--- config.mk ---
export PLATFORM = sky130hd
export DESIGN_NAME = uart_rx_param
export DESIGN_NICKNAME = d
export VERILOG_FILES = /design/src/rtl/uart_rx_param.sv
export SDC_FILE = /design/constraint.sdc
export NUM_CORES = 1
export LEC_CHECK = 0
export CAP_MARGIN = 10
export CELL_PAD_IN_SITES_DETAIL_PLACEMENT = 2
export CELL_PAD_IN_SITES_GLOBAL_PLACEMENT = 2
export CORE_MARGIN = 10
export CORE_UTILIZATION = 47
export CTS_BUF_LIST = sky130_fd_sc_hd__clkbuf_4 sky130_fd_sc_hd__clkbuf_8
export DETAILED_ROUTE_END_ITERATION = 7
export DONT_BUFFER_PORTS = 1
export GPL_TIMING_DRIVEN = 0
export PLACE_DENSITY_LB_ADDON = 0.25
export SETUP_SLACK_MARGIN = 0.02
export SYNTH_ARGS = -nofsm -noshare
export SYNTH_HDL_FRONTEND = slang
export SYNTH_SLANG_ARGS = --single-unit
--- constraint.sdc ---
create_clock -name clk -period 5.1 [get_ports clk]
set_clock_uncertainty 0.2 [all_clocks]
set_input_delay 0.51 -clock clk [delete_from_list [all_inputs] [get_ports clk]]
set_output_delay 0.51 -clock clk [all_outputs]
set_load 0.005 [all_outputs]
--- src/rtl/uart_rx_param.sv ---
// rtl/uart_rx_param.sv - parametrised UART receiver with 3-sample majority voting and error flags
module uart_rx_param #(
    parameter int CLK_DIV   = 2604,
    parameter int DATA_BITS = 8,
    parameter int PARITY    = 0,
    parameter int STOP_BITS = 1
) (
    input  logic                 clk,
    input  logic                 rst,
    input  logic                 RX,
    input  logic                 clr_rdy,
    output logic [DATA_BITS-1:0] rx_data,
    output logic                 rdy,
    output logic                 parity_err,
    output logic                 frame_err,
    output logic                 overrun,
    output logic                 busy
);

    typedef enum logic [2:0] {
        S_IDLE,
        S_START,
        S_DATA,
        S_PARITY,
        S_STOP,
        S_BRK
    } state_t;

    localparam logic [15:0] DIV_FULL  = 16'(CLK_DIV);
    localparam logic [15:0] DIV_HALF  = 16'(CLK_DIV / 2);
    localparam logic [3:0]  LAST_DATA = 4'(DATA_BITS - 1);
    localparam logic [3:0]  LAST_STOP = 4'(STOP_BITS - 1);

    state_t                 state_q, state_d;
    logic                   rx_meta_q, rx_s_q;
    logic [2:0]             maj_q;
    logic [15:0]            cnt_q, cnt_d;
    logic [3:0]             bit_q, bit_d;
    logic [DATA_BITS-1:0]   shift_q, shift_d;
    logic                   par_ok_q, par_ok_d;
    logic                   stop_err_q, stop_err_d;
    logic [DATA_BITS-1:0]   rx_data_q;
    logic                   rdy_q, parity_err_q, frame_err_q, overrun_q;
    logic                   commit, commit_ferr;
    logic                   samp, vote;

    assign samp = (cnt_q == 16'd1);
    assign vote = (maj_q[0] & maj_q[1]) | (maj_q[0] & maj_q[2]) | (maj_q[1] & maj_q[2]);

    // Two-flop synchroniser plus the 3-deep vote window; idle line level is 1
    always_ff @(posedge clk or posedge rst) begin
        if (rst) begin
            rx_meta_q <= 1'b1;
            rx_s_q    <= 1'b1;
            maj_q     <= 3'b111;
        end else begin
            rx_meta_q <= RX;
            rx_s_q    <= rx_meta_q;
            maj_q     <= {maj_q[1:0], rx_s_q};
        end
    end

    // Next-state and datapath decode; commit is a single-cycle strobe at the last stop sample
    always_comb begin
        state_d     = state_q;
        cnt_d       = cnt_q;
        bit_d       = bit_q;
        shift_d     = shift_q;
        par_ok_d    = par_ok_q;
        stop_err_d  = stop_err_q;
        commit      = 1'b0;
        commit_ferr = 1'b0;
        if (state_q != S_IDLE && state_q != S_BRK) begin
            cnt_d = samp ? DIV_FULL : cnt_q - 16'd1;
        end
        case (state_q)
            S_IDLE: begin
                if (!rx_s_q) begin
                    state_d    = S_START;
                    cnt_d      = DIV_HALF;
                    bit_d      = 4'd0;
                    par_ok_d   = 1'b1;
                    stop_err_d = 1'b0;
                end
            end
            S_START: begin
                if (samp) begin
                    state_d = vote ? S_IDLE : S_DATA;
                end
            end
            S_DATA: begin
                if (samp) begin
                    shift_d = {vote, shift_q[DATA_BITS-1:1]};
                    if (bit_q == LAST_DATA) begin
                        bit_d   = 4'd0;
                        state_d = (PARITY != 0) ? S_PARITY : S_STOP;
                    end else begin
                        bit_d = bit_q + 4'd1;
                    end
                end
            end
            S_PARITY: begin
                if (samp) begin
                    // Odd parity: total ones including the parity bit must be odd
                    par_ok_d = (PARITY == 1) ? (^shift_q ^ vote) : ~(^shift_q ^ vote);
                    state_d  = S_STOP;
                end
            end
            S_STOP: begin
                if (samp) begin
                    if (bit_q == LAST_STOP) begin
                        commit      = 1'b1;
                        commit_ferr = stop_err_q | ~vote;
                        state_d     = commit_ferr ? S_BRK : S_IDLE;
                    end else begin
                        stop_err_d = stop_err_q | ~vote;
                        bit_d      = bit_q + 4'd1;
                    end
                end
            end
            S_BRK: begin
                // Hold off until the line idles so a break cannot look like a new start
                if (rx_s_q) begin
                    state_d = S_IDLE;
                end
            end
            default: state_d = S_IDLE;
        endcase
    end

    // FSM state and frame-assembly registers
    always_ff @(posedge clk or posedge rst) begin
        if (rst) begin
            state_q    <= S_IDLE;
            cnt_q      <= 16'd0;
            bit_q      <= 4'd0;
            shift_q    <= '0;
            par_ok_q   <= 1'b1;
            stop_err_q <= 1'b0;
        end else begin
            state_q    <= state_d;
            cnt_q      <= cnt_d;
            bit_q      <= bit_d;
            shift_q    <= shift_d;
            par_ok_q   <= par_ok_d;
            stop_err_q <= stop_err_d;
        end
    end

    // Output word and sticky flags; a commit overrides a simultaneous clear
    always_ff @(posedge clk or posedge rst) begin
        if (rst) begin
            rx_data_q    <= '0;
            rdy_q        <= 1'b0;
            parity_err_q <= 1'b0;
            frame_err_q  <= 1'b0;
            overrun_q    <= 1'b0;
        end else if (commit) begin
            rx_data_q    <= shift_q;
            rdy_q        <= 1'b1;
            parity_err_q <= ~par_ok_q;
            frame_err_q  <= commit_ferr;
            overrun_q    <= clr_rdy ? 1'b0 : (overrun_q | rdy_q);
        end else if (clr_rdy) begin
            rdy_q        <= 1'b0;
            parity_err_q <= 1'b0;
            frame_err_q  <= 1'b0;
            overrun_q    <= 1'b0;
        end
    end

    assign rx_data    = rx_data_q;
    assign rdy        = rdy_q;
    assign parity_err = parity_err_q;
    assign frame_err  = frame_err_q;
    assign overrun    = overrun_q;
    assign busy       = (state_q != S_IDLE);

endmodule

After elaboration in Yosys (flattened, before gate mapping) --
Index checks and enable logic that the tools add are counted.
Operators by class: add/subtract/negate cells 2, eq/ne operators 17, mux-type cells 40, bitwise operators 11, reduce and logical (&&, ||, !) cells 14
Operator list (count):
- $mux 16 | 4
- $mux 3 | 9
- $mux 4 | 5
- $ne 2x2->1 const B | 9
- $pmux 3 s6 | 1
- $mux 1 | 17
- $eq 16x1->1 const B | 1
- $sub 16x1->16 const B | 1
- $pmux 4 s3 | 1
- $reduce_and 8->1 | 1
- $reduce_xor 8->1 | 1
- $eq 3x2->1 const B | 2
- $eq 3x3->1 const B | 2
- $reduce_bool 2->1 | 3
- $reduce_bool 3->1 | 2
- $reduce_and 5->1 | 1
- $add 4x1->4 const B | 1
- $eq 4x3->1 const B | 1
- $logic_not 4->1 | 1
- $or 1x1->1 | 4
- $pmux 1 s2 | 2
- $reduce_and 4->1 | 1
- $and 1x1->1 | 3
- $eq 3x1->1 const B | 1
- other kinds (8) | 10
Storage, ports and cells: register bits 50, input bits 4, output and inout bits 13, logic and storage cells 98

Longest topological paths before layout --
Gate-level depths: netlist of the first run.
depth in word-level cells 9, gate-level depth with buffers 10, gate-level depth less buffers 7

Worst setup path after synthesis of the first run --
No wires, ideal clock.
kind register to register, from register cnt_q[11], to register rx_data_q[0], in the netlist rx_data[0], setup time 125 ps, data arrival time 2372 ps, required time 4775 ps, slack 2403 ps, cell stages (with the launch flop) 8, path buffers 3, period minus slack after synthesis 2697 ps, path through dfrtp_1 > or4_4 > or4_4 > buf_6 > or2_1 > buf_6 > buf_8 > mux2_4
On the way: cells in the longest elaborated chain, start to end 3
Ends and longest elaborated chain:
- from (decl) | line 37 | logic [15:0] cnt_q, cnt_d;
- from (signal assigned) | line 142 | cnt_q <= cnt_d;
- $eq 16x1->1 | line 47 | assign samp = (cnt_q == 16'd1);
- $mux 1 | line 110 | if (samp) begin
- $mux 1 | line 76 | case (state_q)
- to (signal assigned) | line 159 | rx_data_q <= shift_q;
- to (decl) | line 42 | logic [DATA_BITS-1:0] rx_data_q;
Every way passes these cells. A chain may end at the register's enable or synchronous reset.

Worst setup path after layout of the first run --
from register cnt_q[11], to register shift_q[0]
On the way: cells in the longest elaborated chain, start to end 2
Ends and longest elaborated chain:
- $eq 16x1->1 | line 47
- $reduce_and 2->1 (no source line)
- to (signal assigned) | line 144 | shift_q <= shift_d;
- to (decl) | line 39 | logic [DATA_BITS-1:0] shift_q, shift_d;
Every way passes these cells.

==> qor.yml, run 1 <==
status:
  status: "finished clean"
critical_path:
  required_ns: 5.09
  regToRegEndpoint: "shift_q[0]"
  crit_path_end_kind: "flip-flop"
  worstSetupPathType: "flip-flop to flip-flop"
  worstRegToRegCells: 6
  cp.arrival_ns: 2.87
  crit_fanout: 8
  startpoint_type: "flip-flop"
  timing.rr.start: "cnt_q[11]"
  reg2reg_setup_slack_ns: 2.22
power_and_ir_drop:
  seq_power_share_pct: 60.8
  p_per_area_nw_per_um2: 242.9
  p_leak_nw: 1.184
  peakVddDrop_mv: 0.1476
  swShare_pct: 21.38
  p_comb_share_pct: 2.5
  finalPower_mw: 0.6598
  internal_power_mw: 0.5188
  power.switching_mw: 0.1411
  clock_power_share_pct: 36.7
cts:
  clk_path_buf_depth: 2
  clk_pin_slew_worst_paths_ns: 0.09
  cts_sinks: 50
  clkLatencyLatePin_ns: 0.31
  tritoncts: "done"
  h-tree-depth: 2
  post-cts-setup-buffers: 0
  cts_buffers: 5
  cts-root-buf: "clkbuf_8"
timing:
  fmax_mhz: 347.6
  whs_ns: 0.04930
  setup-tns-final_ns: 0
  report.final.slew_viol_count: 0
  tightest_slew_ns: 0.6675
  period_share_pct: 56.41
  rsz0062_at_grt: "false"
  slew_headroom_pct: 55.31
  fin_crit_ns: 2.877
  setup_viol: 0
  fin_ws_ns: 2.223
  final_hold_viol_count: 0
final_layout:
  antenna_cells: 0
  drive_gt1_share_pct: 18.80
  nets: 241
  area_growth_pct: 8.986
detailed_routing:
  wl_met3_um: 282
  drt-wirelength-per-cell_um: 22.04
  vias: 1743
  wl_mm: 6.699
  drt_first_iter_violations: 44
  top_layer: "met4"
  wl_met2_mm: 3.462
  dr.pass1.iters: 4
  drc: 0
  antenna_left: 0
  vias_per_cell: 5.734
  met1_length_mm: 2.889
logic_synthesis:
  synth_async_sr_flop_share_pct: 100.0
  synth-edff-count: 0
  synth_cell_type_count: 45
  synth.most_common_cell: "dfrtp_1"
  synth_cells: 222
  yosysTopAreaCellShare_pct: 44.18
  yosysSeqAreaShare_pct: 50.50
  synth_area_leaders: "dfrtp_1 44%, mux2_4 7.8%, dfstp_2 6.3%"
  ys_ff_latch: 50
  synth.top_cells.by_count: "44 x dfrtp_1, 19 x nor2_1, 16 x o21ai_0, 14 x xnor2_1, 13 x mux2_4"
  synthFlopType: "dfrtp_1"
  syn-num-nets: 230
  yosysTopAreaCell: "dfrtp_1"
  synthesis.area_um2: 2492
  yosysWarnings: 0
  syn_avg_cell_area_um2: 11.23
global_route:
  grt_max_degree: 29
  grt_pass1_vias: 2025
  antenna_found_initial: 0
  gr-total-overflow: 0
  grt_usage_pct: 16.51
  grt_pass1_wl_mm: 11.17
placed_design:
  hpwlAfterDp_mm: 4.999
  gp_congestion: 0.7927
  portBuffers: 0
  dpl_worst_slack_ns: 1.710
worst_hold_path:
  hold_path_startpoint: "clr_rdy"
  hold_class: "input port to flip-flop"
  min_to: "overrun"
  hold_depth: 1
floorplan:
  start_util_pct: 48.49
  io-pin-count: 17
  die_w_um: 92.82
  fp.coreArea_um2: 5140
  die_area_um2: 8616
  rows: 26
  die_h_um: 92.82
flow_run:
  cap_violations: 0
power by group through the flow:
stage / sequential (mW) / combinational (mW) / clock [mW]
finish: 0.401 / 0.0165 / 0.242
global route: 0.402 / 0.0186 / 0.266
CTS: 0.401 / 0.0173 / 0.249
detailed placement: 0.409 / 0.0160 / 0
global placement: 0.409 / 0.0130 / 0
floorplan: 0.408 / 0.0101 / 0
flip-flops by register name, indices dropped and copies added, names as in the netlist, 3 cells and up:
name,flops
shift_q,8
bit_q,4
cnt_q,16
rx_data,8
state_q,3
maj_q,3
critical path, cell delays in order, from the launching register on:
cell,delay [ns]
dfrtp_1,0.45
or4_4,0.58
or4_4,0.56
buf_6,0.15
or3_1,0.34
buf_6,0.17
mux2_4,0.30
cells in the final DEF, fill, tap and decap left out, types with 3 or more instances in the layout:
| cell | count |
|---|---|
| a211oi_1 | 3 |
| a21o_1 | 3 |
| a21oi_1 | 4 |
| buf_6 | 3 |
| clkbuf_1 | 5 |
| clkbuf_4 | 3 |
| clkbuf_8 | 5 |
| dfrtp_1 | 44 |
| dfstp_2 | 6 |
| ha_1 | 4 |
| inv_1 | 6 |
| mux2_2 | 3 |
| mux2_4 | 13 |
| nand2_1 | 5 |
| nand2b_1 | 3 |
| nand3_1 | 9 |
| nand3b_1 | 3 |
| nor2_1 | 19 |
| nor2b_1 | 4 |
| nor3_1 | 10 |
| nor4_1 | 3 |
| o21ai_0 | 16 |
| or2_2 | 3 |
| or3_1 | 6 |
| or4_1 | 3 |
| or4_4 | 3 |
| xnor2_1 | 14 |
| xor2_1 | 5 |
worst max-delay path by stage:
stage	cells after the start	start	to
after floorplan	7	cnt_q[11]	rx_data[0]
after global routing	8	cnt_q[1]	bit_q[2]
final	6	cnt_q[11]	shift_q[0]
after detailed placement	7	cnt_q[1]	cnt_q[7]
after global placement	7	cnt_q[1]	cnt_q[7]
after CTS	7	cnt_q[1]	cnt_q[14]
area by class of cell:
class,instances,area (µm²)
Clock buffer,8,91.34
Sequential cell,50,1259
Tap cell,70,87.58
Buffer,9,67.56
Inverter,7,26.28
Multi-Input combinational cell,156,1140
Timing Repair Buffer,4,45.04
Fill cell,528,2424
routing by layer:
layer  track usage [%]  up-vias
li1                  -      808
met4             4.242        0
met5                 0        -
met3             5.004        5
met2             28.50       25
met1             19.43      905
per-stage QoR:
step	cell area [µm²]	util (%)	instances
global route	2716	52.85	304
detailed placement	2600	50.58	293
floorplan	2492	-	222
CTS	2711	52.75	303
finish	2716	52.85	304
global placement	2580	50.19	292
cell families after synthesis:
kind of cell             share of synthesized area, %
AND/OR/NAND/NOR                                 17.07
flip-flops                                      50.50
AO/OA/AOI/OAI                                   10.39
XOR/XNOR                                        6.677
buffers and inverters                           3.765
multiplexers                                    9.187
adder cells (fa/ha/maj)                         2.410
timing repair:
item                      4_1_cts  5_1_grt
gates resized for setup         0        0
hold endpoints to repair       23        0
hold buffers                    2        0
Power figures use the tool's default switching activity.
==> run 2: changes to the inputs <==
CORE_UTILIZATION = 40   (was 47)
clock period = 2.4 ns   (was 5.1 ns; I/O delays follow)
==> run 2 against run 1 <==
  * The run now ends with negative setup slack left
  * Maximum frequency grew 8.3%
  * Worst setup slack worse by 2.5 ns
  * Clock-buffer cell count shrank 1
  * Die area is 14% higher
  * Global-route usage shrank 2.9 points
  * Core utilization about the same
  * Combinational power is 150% higher
  * Worst hold slack gained 0.070 ns
  * Non-clock buffer count increased by 22
  * Clock power rose to 2.6 times the previous value
  * Critical path type unchanged
==> qor.yml, run 2 (same netlist as run 1, synthesis figures left out) <==
status:
  status: "finished with violations"
  violations: "negative setup slack"
floorplan:
  io-pin-count: 17
  fp.coreArea_um2: 5991
  die_area_um2: 9788
  die_h_um: 98.94
  die_w_um: 98.94
  start_util_pct: 41.60
  rows: 28
global_route:
  grt_pass1_wl_mm: 10.99
  gr-total-overflow: 0
  grt_usage_pct: 13.64
  antenna_found_initial: 0
  grt_max_degree: 41
  grt_pass1_vias: 2053
timing:
  rsz0062_at_grt: "true"
  slew_headroom_pct: 38.40
  setup-tns-final_ns: -5.592
  fin_crit_ns: 2.657
  report.final.slew_viol_count: 0
  tightest_slew_ns: 0.9200
  setup_viol: 41
  period_share_pct: 110.7
  fmax_mhz: 376.4
  final_hold_viol_count: 0
  fin_ws_ns: -0.2568
detailed_routing:
  met1_length_mm: 3.353
  vias_per_cell: 5.656
  wl_met2_mm: 3.986
  wl_mm: 7.729
  vias: 1872
  drc: 0
  antenna_left: 0
  wl_met3_um: 265
  drt_first_iter_violations: 49
  dr.pass1.iters: 4
  drt-wirelength-per-cell_um: 23.35
  top_layer: "met4"
critical_path:
  cp.arrival_ns: 2.65
  worstSetupPathType: "flip-flop to flip-flop"
  reg2reg_setup_slack_ns: -0.26
  required_ns: 2.39
  crit_path_end_kind: "flip-flop"
  crit_fanout: 8
  startpoint_type: "flip-flop"
cts:
  h-tree-depth: 2
  cts_sinks: 50
  clk_pin_slew_worst_paths_ns: 0.10
  clk_path_buf_depth: 2
  cts_buffers: 5
  cts-root-buf: "clkbuf_8"
  clkLatencyLatePin_ns: 0.31
  tritoncts: "done"
placed_design:
  place_area_um2: 2609
  gp_congestion: 0.7612
  hpwlAfterDp_mm: 4.209
  portBuffers: 0
final_layout:
  area_growth_pct: 26.91
  antenna_cells: 0
  nets: 263
  regMostFlops: "cnt_q"
  layout_common_cells: "44 x dfrtp_1, 18 x buf_4, 14 x nor2_1, 14 x xnor2_1, 13 x mux2_4"
  design_area_um2: 3163
  largest_reg_flops: 16
  final_common_cell: "dfrtp_1"
  drive_gt1_share_pct: 39.84
power_and_ir_drop:
  p_leak_nw: 1.368
  p_per_area_nw_per_um2: 478.6
  peakVddDrop_mv: 0.3763
worst_hold_path:
  hold_class: "input port to async pin"
flow_run:
  cap_violations: 0
## run 2: changes by cell type in the layout (fill, tap and decap cells not counted), sizes merged
cell	change
dlygate4sd3	+1
bufinv	+1
buf	+23
clkbuf	-3
## run 2: power by group
group	switching [mW]	internal [mW]	total (mW)
clock network	0.286	0.335	0.621
logic	0.0281	0.0124	0.0405
registers	0.00288	0.850	0.852
total	0.317	1.20	1.51
## run 2: stage by stage
step / power, mW / hold slack, ns / utilization [%] / cells / setup WS [ns]
6_report: 1.514 / 0.1195 / 52.80 / 331 / -0.2568
3_3_place_gp: 0.8974 / 0.04459 / 43.21 / 297 / -1.089
5_1_grt: 1.565 / 0.1371 / 52.80 / 331 / -0.2725
2_1_floorplan: 0.8893 / 0.04448 / - / 222 / -0.2670
3_5_place_dp: 0.9022 / -0.1144 / 43.55 / 298 / -0.9614
4_1_cts: 1.520 / 0.1290 / 49.98 / 328 / -0.2247
## run 2: area by class of cell
class / count / area (µm²)
buffer: 5 / 35.03
clock buffer: 7 / 83.83
clock inverter: 1 / 30.03
fill: 568 / 2828
inverter: 7 / 26.28
multi-input combinational: 156 / 1356
sequential: 50 / 1259
tap: 75 / 93.84
timing repair buffer: 30 / 279.0
## run 2: worst max-delay path, stage by stage (launching register included)
cell	delay [ns]
dfrtp_1	0.40
or4_4	0.56
or4_4	0.57
or3_4	0.46
mux2_4	0.34
## run 2: worst paths after layout
check,end,from,cells past startpoint
hold / removal,rdy,rst,2
min in group clk,rx_s_q,rx_meta_q,0
setup / recovery,shift_q[3],cnt_q[4],4
setup reg to reg,shift_q[3],cnt_q[4],4
hold reg to reg,rx_s_q,rx_meta_q,0
max in group asynchronous,rx_meta_q,rst,3
## run 2: what timing repair did
item / in CTS / in global routing
setup endpoints to repair: 43 / 37
pin swaps: 6 / 19
hold endpoints to repair: 49 / 0
gates resized for setup: 25 / 42
hold buffers: 3 / 0
setup buffers: 21 / 5
## run 2: routing by layer
metal | global-route usage (%) | vias up
li1 | - | 853
met1 | 16.96 | 975
met2 | 22.85 | 31
met3 | 3.142 | 13
met4 | 4.079 | 0
met5 | 0 | -
